==> src/rtl/reg_file_pkg.sv <==
// Shared constants and types for the scoreboarded register file.
package reg_file_pkg;

  localparam int DATA_W_DEF = 32;
  localparam int ADDR_W_DEF = 5;

  typedef logic [DATA_W_DEF-1:0] reg_data_t;
  typedef logic [ADDR_W_DEF-1:0] reg_id_t;

endpackage

==> src/rtl/reg_file_read_port.sv <==
// One combinational read port: zero register, write bypass, then stored data/busy.
module reg_file_read_port
  import reg_file_pkg::*;
#(
  parameter int DATA_W   = DATA_W_DEF,
  parameter int ADDR_W   = ADDR_W_DEF,
  parameter int ZERO_REG = 1,
  parameter int BYPASS   = 1
) (
  input  logic [ADDR_W-1:0] i_id,
  input  logic              i_wr_en,
  input  logic [ADDR_W-1:0] i_wr_id,
  input  logic [DATA_W-1:0] i_wr_data,
  input  logic [DATA_W-1:0] i_mem_data,
  input  logic              i_mem_busy,
  output logic [DATA_W-1:0] o_data,
  output logic              o_busy
);

  logic w_is_zero;
  logic w_hit_wr;

  assign w_is_zero = (ZERO_REG != 0) && (i_id == '0);
  assign w_hit_wr  = (BYPASS != 0) && i_wr_en && (i_wr_id == i_id);

  // Zero register outranks bypass, which outranks the stored state.
  always_comb begin
    o_data = i_mem_data;
    o_busy = i_mem_busy;
    if (w_is_zero) begin
      o_data = '0;
      o_busy = 1'b0;
    end else if (w_hit_wr) begin
      o_data = i_wr_data;
      o_busy = 1'b0;
    end
  end

endmodule

==> src/rtl/reg_file_sb.sv <==
// Single-write, dual-read register file with per-register busy scoreboard
// and a live count of busy registers.
module reg_file_sb
  import reg_file_pkg::*;
#(
  parameter int DATA_W   = DATA_W_DEF,
  parameter int ADDR_W   = ADDR_W_DEF,
  parameter int ZERO_REG = 1,
  parameter int BYPASS   = 1
) (
  input  logic              clk,
  input  logic              rst,
  input  logic [ADDR_W-1:0] ReadRegID1,
  input  logic [ADDR_W-1:0] ReadRegID2,
  output logic [DATA_W-1:0] ReadData1,
  output logic [DATA_W-1:0] ReadData2,
  output logic              ReadBusy1,
  output logic              ReadBusy2,
  input  logic              write,
  input  logic [ADDR_W-1:0] WriteRegID,
  input  logic [DATA_W-1:0] WriteData,
  input  logic              reserve,
  input  logic [ADDR_W-1:0] ReserveRegID,
  output logic [ADDR_W:0]   BusyCount,
  output logic              WriteUnreserved
);

  localparam int DEPTH = 1 << ADDR_W;

  logic [DATA_W-1:0] r_mem [DEPTH];
  logic [DEPTH-1:0]  r_busy;
  logic [ADDR_W:0]   r_busy_cnt;
  logic              r_wr_unres;

  logic              w_wr_ok;
  logic              w_rsv_ok;
  logic              w_set;
  logic              w_clr;
  logic [DATA_W-1:0] w_mem_rd1;
  logic [DATA_W-1:0] w_mem_rd2;

  assign w_wr_ok  = write   && !((ZERO_REG != 0) && (WriteRegID   == '0));
  assign w_rsv_ok = reserve && !((ZERO_REG != 0) && (ReserveRegID == '0));

  // Count only real bit transitions; a same-id reserve cancels the clear.
  assign w_set = w_rsv_ok && !r_busy[ReserveRegID];
  assign w_clr = w_wr_ok && r_busy[WriteRegID] &&
                 !(w_rsv_ok && (ReserveRegID == WriteRegID));

  always_ff @(posedge clk) begin
    if (rst) begin
      for (int i = 0; i < DEPTH; i++) r_mem[i] <= '0;
      r_busy     <= '0;
      r_busy_cnt <= '0;
      r_wr_unres <= 1'b0;
    end else begin
      if (w_wr_ok) begin
        r_mem[WriteRegID]  <= WriteData;
        r_busy[WriteRegID] <= 1'b0;
      end
      // Placed after the clear so a same-id reserve wins.
      if (w_rsv_ok) r_busy[ReserveRegID] <= 1'b1;
      r_busy_cnt <= r_busy_cnt + (ADDR_W+1)'(w_set) - (ADDR_W+1)'(w_clr);
      r_wr_unres <= w_wr_ok && !r_busy[WriteRegID];
    end
  end

  assign w_mem_rd1 = r_mem[ReadRegID1];
  assign w_mem_rd2 = r_mem[ReadRegID2];

  reg_file_read_port #(
    .DATA_W(DATA_W), .ADDR_W(ADDR_W), .ZERO_REG(ZERO_REG), .BYPASS(BYPASS)
  ) u_rd1 (
    .i_id       (ReadRegID1),
    .i_wr_en    (w_wr_ok),
    .i_wr_id    (WriteRegID),
    .i_wr_data  (WriteData),
    .i_mem_data (w_mem_rd1),
    .i_mem_busy (r_busy[ReadRegID1]),
    .o_data     (ReadData1),
    .o_busy     (ReadBusy1)
  );

  reg_file_read_port #(
    .DATA_W(DATA_W), .ADDR_W(ADDR_W), .ZERO_REG(ZERO_REG), .BYPASS(BYPASS)
  ) u_rd2 (
    .i_id       (ReadRegID2),
    .i_wr_en    (w_wr_ok),
    .i_wr_id    (WriteRegID),
    .i_wr_data  (WriteData),
    .i_mem_data (w_mem_rd2),
    .i_mem_busy (r_busy[ReadRegID2]),
    .o_data     (ReadData2),
    .o_busy     (ReadBusy2)
  );

  assign BusyCount       = r_busy_cnt;
  assign WriteUnreserved = r_wr_unres;

endmodule

==> config.mk <==
export PLATFORM = sky130hd
export DESIGN_NAME = reg_file_sb
export DESIGN_NICKNAME = d
export VERILOG_FILES = /design/src/rtl/reg_file_pkg.sv /design/src/rtl/reg_file_read_port.sv /design/src/rtl/reg_file_sb.sv
export SDC_FILE = /design/constraint.sdc
export NUM_CORES = 2
export LEC_CHECK = 0
export CAP_MARGIN = 20
export CORE_UTILIZATION = 59
export DETAILED_ROUTE_END_ITERATION = 8
export DONT_BUFFER_PORTS = 1
export PLACE_DENSITY = 0.85
export SETUP_SLACK_MARGIN = 0.1
export SYNTH_ARGS = -nofsm -noshare
export SYNTH_HDL_FRONTEND = slang
export SYNTH_HIERARCHICAL = 1
export SYNTH_SLANG_ARGS = --single-unit
==> constraint.sdc <==
create_clock -name clk -period 7.75 [get_ports clk]
set_input_delay 1.55 -clock clk [delete_from_list [all_inputs] [get_ports clk]]
set_output_delay 1.55 -clock clk [all_outputs]
set_load 0.01 [all_outputs]
* Yosys cells after proc, flatten, opt, wreduce, memory -nomap -nowiden
Memory sizes are Yosys's and may differ from the RTL's.
Index checks and enable logic that the tools add are counted.
** Word-level totals
- Bits in registers :: 39
- Memory bits (writable) :: 1024
- Input bits :: 56
- Output and inout port bits :: 73
- Logic and storage cells :: 70
- Memories kept :: 1
** Operators by class
- $add $sub $neg :: 2
- Order comparisons :: 6
- Equal/unequal tests :: 3
- Multiplexer cells :: 31
- Bitwise gates (word level) :: 3
- Reduce and logical (&&, ||, !) cells :: 21
** Memories
- r_mem :: depth 32, bits a word 32, rd ports 2, clocked after Yosys merged registers in 0, write ports 32, line reg_file_sb.sv:30 : logic [DATA_W-1:0] r_mem [DEPTH];
** Operator list (count)
- 32-bit two-way mux :: 8
- 32-bit bitwise AND :: 1
- 32-bit NOT :: 1
- 32-bit OR :: 1
- 32-bit OR reduction :: 1
- 5-bit by 6-bit less-than comparator with 1-bit output (second input constant) :: 4
- 1-bit binary-select mux with 5-bit select :: 4
- 5-bit zero test :: 4
- 1-bit two-way mux :: 16
- 5-bit equality test :: 3
- 1-bit logical AND :: 11
- 1-bit demux with 5-bit select :: 2
- 5-bit by 1-bit greater-or-equal comparator with 1-bit output (second input constant) :: 2
- 6-bit by 1-bit adder with 6-bit output :: 1
- 6-bit by 1-bit subtractor with 6-bit output :: 1
- 1-bit zero test :: 5
- 5-bit two-way mux :: 1

* Longest topological paths before layout
- Depth in word-level cells :: 10
- Depth in mapped cells :: 16
- Depth with buffers taken out :: 14

* Modules after synthesis
Netlist, hierarchy kept.
** By module, submodules not included
- reg_file_sb :: instances 1, cells each 3965, area an instance 56548.0 sq um, sequential area each 31530.2 sq um
- reg_file_read_port :: instances 2, cells each 126, area an instance 778.2 sq um, sequential area each 0.0 sq um

* Least setup slack after synthesis
No wires, ideal clock.
- Path type :: input port to flip-flop
- From :: input port WriteRegID[4]
- To :: memory r_mem[8][0] (netlist name), enable pin
- Library setup time :: 0.467 ns
- Arrival :: 4.515 ns
- Required time :: 7.283 ns
- Slack :: 2.767 ns
- Stages on the path :: 3
- Buffers on the path :: 1
- Path through :: or3b_2 > clkbuf_1 > o21ai_0
** RTL lines
- start, declared :: line reg_file_sb.sv:20 : input logic [ADDR_W-1:0] WriteRegID,
- end, declared :: line reg_file_sb.sv:30

* Final worst setup path
- From :: input port ReadRegID1[0]
- To :: output port ReadData1[6]
** On the way
- Elaborated cells between the ends (all ways) :: 6
- Those cells by class :: eq/ne (1); mux (2); reduce/logical (2); memory (1)
** RTL lines
- start, declared :: line reg_file_sb.sv:13 : input logic [ADDR_W-1:0] ReadRegID1,
- memory 32 x 32 bit
- via w_mem_rd1[6] :: line reg_file_sb.sv:39 : logic [DATA_W-1:0] w_mem_rd1;
- 32-bit two-way mux :: line reg_file_read_port.sv:33 : end else if (w_hit_wr) begin
- 32-bit two-way mux :: line reg_file_read_port.sv:30 : if (w_is_zero) begin
- end, declared :: line reg_file_sb.sv:15 : output logic [DATA_W-1:0] ReadData1,
The timed path passes the listed nets, and every way through them passes these cells.

==> results.txt <==
----------------------------------------------------
[Synth]
  Proportion of synthesized chip area in sequential cells ... a little over half
  Largest family of logic cells by synthesized area ... multiplexers
  Fraction of synthesized cell area taken by the top area cell type ... approximately 53%
  Cell types occupying the most area after synthesis ... edfxtp_1, mux4_2, and2_1, mux2i_1, a22oi_1
  Mux contribution to synthesized area ... 20.6%
  Leading register cell type out of synthesis ... edfxtp_1
  FFs w/ async S/R, synth ... 0%
  Synth Cell Area ... 58100 um2
  Netlist cell types ... 56
  Post-synth EDFFs ... slightly above 1000
  Synthesized-area fraction occupied by xor and xnor cells ... less than 1%
  Fraction of the mapped netlist area in simple logic gates ... 14.9%
  Area fraction in compound gates after synthesis ... 6.23%
  YS warnings ... 6
  Number of instances in the synthesized netlist ... approximately 4200
  Area share of fa/ha/maj cells after synthesis ... less than 1%
  Yosys top cell by area ... edfxtp_1
  Register bit count reported by yosys ... around 1100
  Mean Syn Cell Area ... between 10 and 15 um2

[Clock tree]
  Maximum buffer depth of the clock tree ... 3
  Buffer type at the clock tree root ... clkbuf_16
  Number of clock buffers inserted by TritonCTS ... around 100
  Number of gates resized after cts ... 0
  TritonCTS clock tree ... yes
  Clock Sinks ... 1063
  Clock transition at the register clock pins on the worst setup and hold paths after CTS ... roughly 0.060 ns
  Number of buffers added to fix hold violations after cts ... 0
  Worst-Skew Late Latency ... between 0.7 and 0.8 ns
  Total number of H-tree levels ... 3
  Buffers inserted during post-CTS setup optimization ... 0

[STA]
  Final max-slew violation count ... roughly 120
  Setup tns final ... 0 ns
  Slew of the pin with the lowest slew margin ... about 1.8 ns
  Worst max-slew margin expressed relative to the limit ... -17.2%
  Setup repair after global routing missed its margin ... no
  Maximum achievable frequency ... 164 MHz
  Setup Viol. Count Final ... 0
  Post-route fraction of the period consumed by the critical path ... 78.5%
  Largest clock skew in the final design ... approximately 0.01 ns
  Final Hold Fails ... 0
  Final min period ... ~6.1 ns

[Critical path]
  CP Launch Type ... input pin
  Capturing element type of the critical path ... output port
  Cell class contributing the biggest share of worst-path delay ... simple AND/OR/NAND/NOR gates
  Highest fanout seen on the critical path ... roughly 240
  Critical path data arrival time ... roughly 4.5 ns
  Worst-path cell with the longest stage delay ... nor2_4
  Required @ worst endpoint ... about 6.2 ns
  Buffers & Inverters on Critical Path ... 1
  Slowest stage delay, CP ... 0.90 ns
  List of cells traversed by the critical path ... nor2_4 -> buf_4 -> a221oi_1 -> o21ai_0 -> nand4_1 -> nand2_1 -> o21ai_2
  Type of the worst setup path ... in2out

[GRT]
  GRT Overall Usage ... around two fifths
  Remaining global-route overflow ... 0
  Pin count of the biggest net entering global routing ... approximately 330
  Via count of the first global-routing pass ... slightly above 40000
  Global-route wire length before repair ... around 270000 um
  Antenna violations before repair ... 5

[Route]
  Via count normalized by instance count ... just under 8
  Post-route antenna net violation count ... 0
  Drt wl/cell ... around 36 um
  Overall via count from detail_route ... 41000
  Wire length after detailed routing ... about 190000 um
  Detailed Route Iter0 Violations ... 7694
  DRC Markers ... 0
  First-pass iteration count of the detailed router ... 8

[Placed design]
  Final HPWL from detailed placement ... approximately 100000 um
  Port Buffer Count ... 0
  Routability Congestion ... around 0.94

[Finish]
  Post-layout nets ... 4036
  Area growth syn-to-layout ... 6.71%
  Commonest non-fill, non-tap cells in the layout ... edfxtp_1, and2_1, mux4_2
  Fraction of layout cells with a size suffix above 1 ... between 20 and 25%
  Leading cell type in the layout, fill and taps excluded ... edfxtp_1

[Outcome]
  Status ... finished, violations left
  Violated checks ... slew limit

[Floorplanning]
  Die height ... about 320 um
  CORE AREA ... 97100 um2
  Floorplan die area ... 99700 um2
  Rows ... 114
  Effective utilization at floorplan ... about 60%
  Top-level I/O count ... between 100 and 150
  Die width ... approximately 320 um

[Power and ir drop]
  Maximum ir drop on the vdd rail ... 187 uV
  Total power draw ... 13.2 mW
  Reported leakage power ... between 20 and 25 nW
  Pwr Density ... 212 nW/um2

[Run]
  Max-cap violations ... 0

[Worst hold path]
  Type of the tightest min-delay check ... reg2reg

----------------------------------------------------
==> worst paths after layout <==
path                              start                 endpoint  slack, ns  cells past startpoint
setup / recovery          ReadRegID1[0]             ReadData1[6]       1.66                      7
hold / removal    r_busy[12]$_SDFF_PP0_    r_busy[12]$_SDFF_PP0_       0.53                      2
setup reg to reg  r_busy[27]$_SDFF_PP0_  BusyCount[4]$_SDFF_PP0_       4.62                     13
hold reg to reg   r_busy[12]$_SDFF_PP0_    r_busy[12]$_SDFF_PP0_       0.53                      2
==> registers in the layout (all words and copies together) (netlist names) <==
| signal | count |
|---|---|
| WriteUnreserved | 1 |
| BusyCount | 6 |
| r_busy | 32 |
| r_mem | 1024 |
==> power by group <==
group / switching [mW] / leakage [nW] / internal, mW
Clock: 2.25 / 1.56 / 2.66
Combinational: 0.803 / 9.61 / 0.631
Sequential: 0.187 / 10.1 / 6.63
==> routing by layer <==
layer	wire [um]	global-route usage, %	vias to the layer above
li1	-	-	15600
met1	58600	46.5	20100
met2	84700	58.2	4145
met3	31200	13.5	1141
met4	15200	24.0	2
met5	20	0	-
==> worst min-delay path: cells and delay by family (launching register included) <==
| family | cells | cell delay (ns) |
|---|---|---|
| buf+inv | 1 | 0.06 |
| compound gates | 1 | 0.07 |
| flops | 1 | 0.34 |
==> Yosys cell counts, types with 8 or more instances <==
| library cell | n |
|---|---|
| edfxtp_1 | 1024 |
| mux4_2 | 404 |
| o22ai_1 | 8 |
| inv_1 | 18 |
| nand2b_1 | 36 |
| nor3_1 | 10 |
| mux2i_1 | 250 |
| mux2_2 | 34 |
| nand3_1 | 51 |
| nor2_1 | 80 |
| dfxtp_1 | 39 |
| o211ai_1 | 34 |
| buf_6 | 12 |
| nand2_1 | 123 |
| xor2_1 | 9 |
| a22oi_1 | 219 |
| o21ai_0 | 58 |
| buf_1 | 18 |
| nand4_1 | 130 |
| and2_1 | 995 |
| o221ai_1 | 33 |
| nor2b_1 | 12 |
| clkbuf_1 | 327 |
| a221oi_1 | 34 |
| xnor2_1 | 9 |
| o21ai_2 | 58 |
| a31oi_1 | 34 |
| buf_2 | 101 |
==> metrics by stage <==
step | util (%) | hold slack, ns | cell area, um2 | worst slack (ns) | instances
6_report | 63.8 | 0.527 | 62000 | 1.66 | 5337
5_1_grt | 63.8 | 0.532 | 62000 | 1.93 | 5332
4_1_cts | 63.8 | 0.518 | 62000 | 2.35 | 5331
3_5_place_dp | 60.5 | 0.505 | 58800 | 2.32 | 5142
3_3_place_gp | 60.5 | 0.496 | 58800 | 2.37 | 5142
2_1_floorplan | - | 0.468 | 58200 | 2.77 | 4248
==> final cells by class <==
| cell class | count | area, um2 |
|---|---|---|
| clock inverter | 58 | 407 |
| antenna | 5 | 12.5 |
| inverter | 18 | 67.6 |
| clock buffer | 131 | 2770 |
| tap | 1276 | 1600 |
| fill | 6528 | 35100 |
| sequential | 1063 | 31500 |
| multi-input combinational | 2701 | 25000 |
| timing repair buffer | 85 | 658 |
==> cells by family (layout without fill, tap and decap cells) <==
| logic type | after synthesis | after routing |
|---|---|---|
| other | 1 | 37 |
| buffers and inverters | 484 | 292 |
| xor gates and xnor gates | 18 | 18 |
| muxes | 688 | 688 |
| adders and majority gates | 7 | 7 |
| AOI/OAI and AO/OA | 489 | 489 |
| DFF | 1063 | 1063 |
| and+or+nand+nor | 1467 | 1467 |
Note: power is estimated with default switching activity, not from simulation.
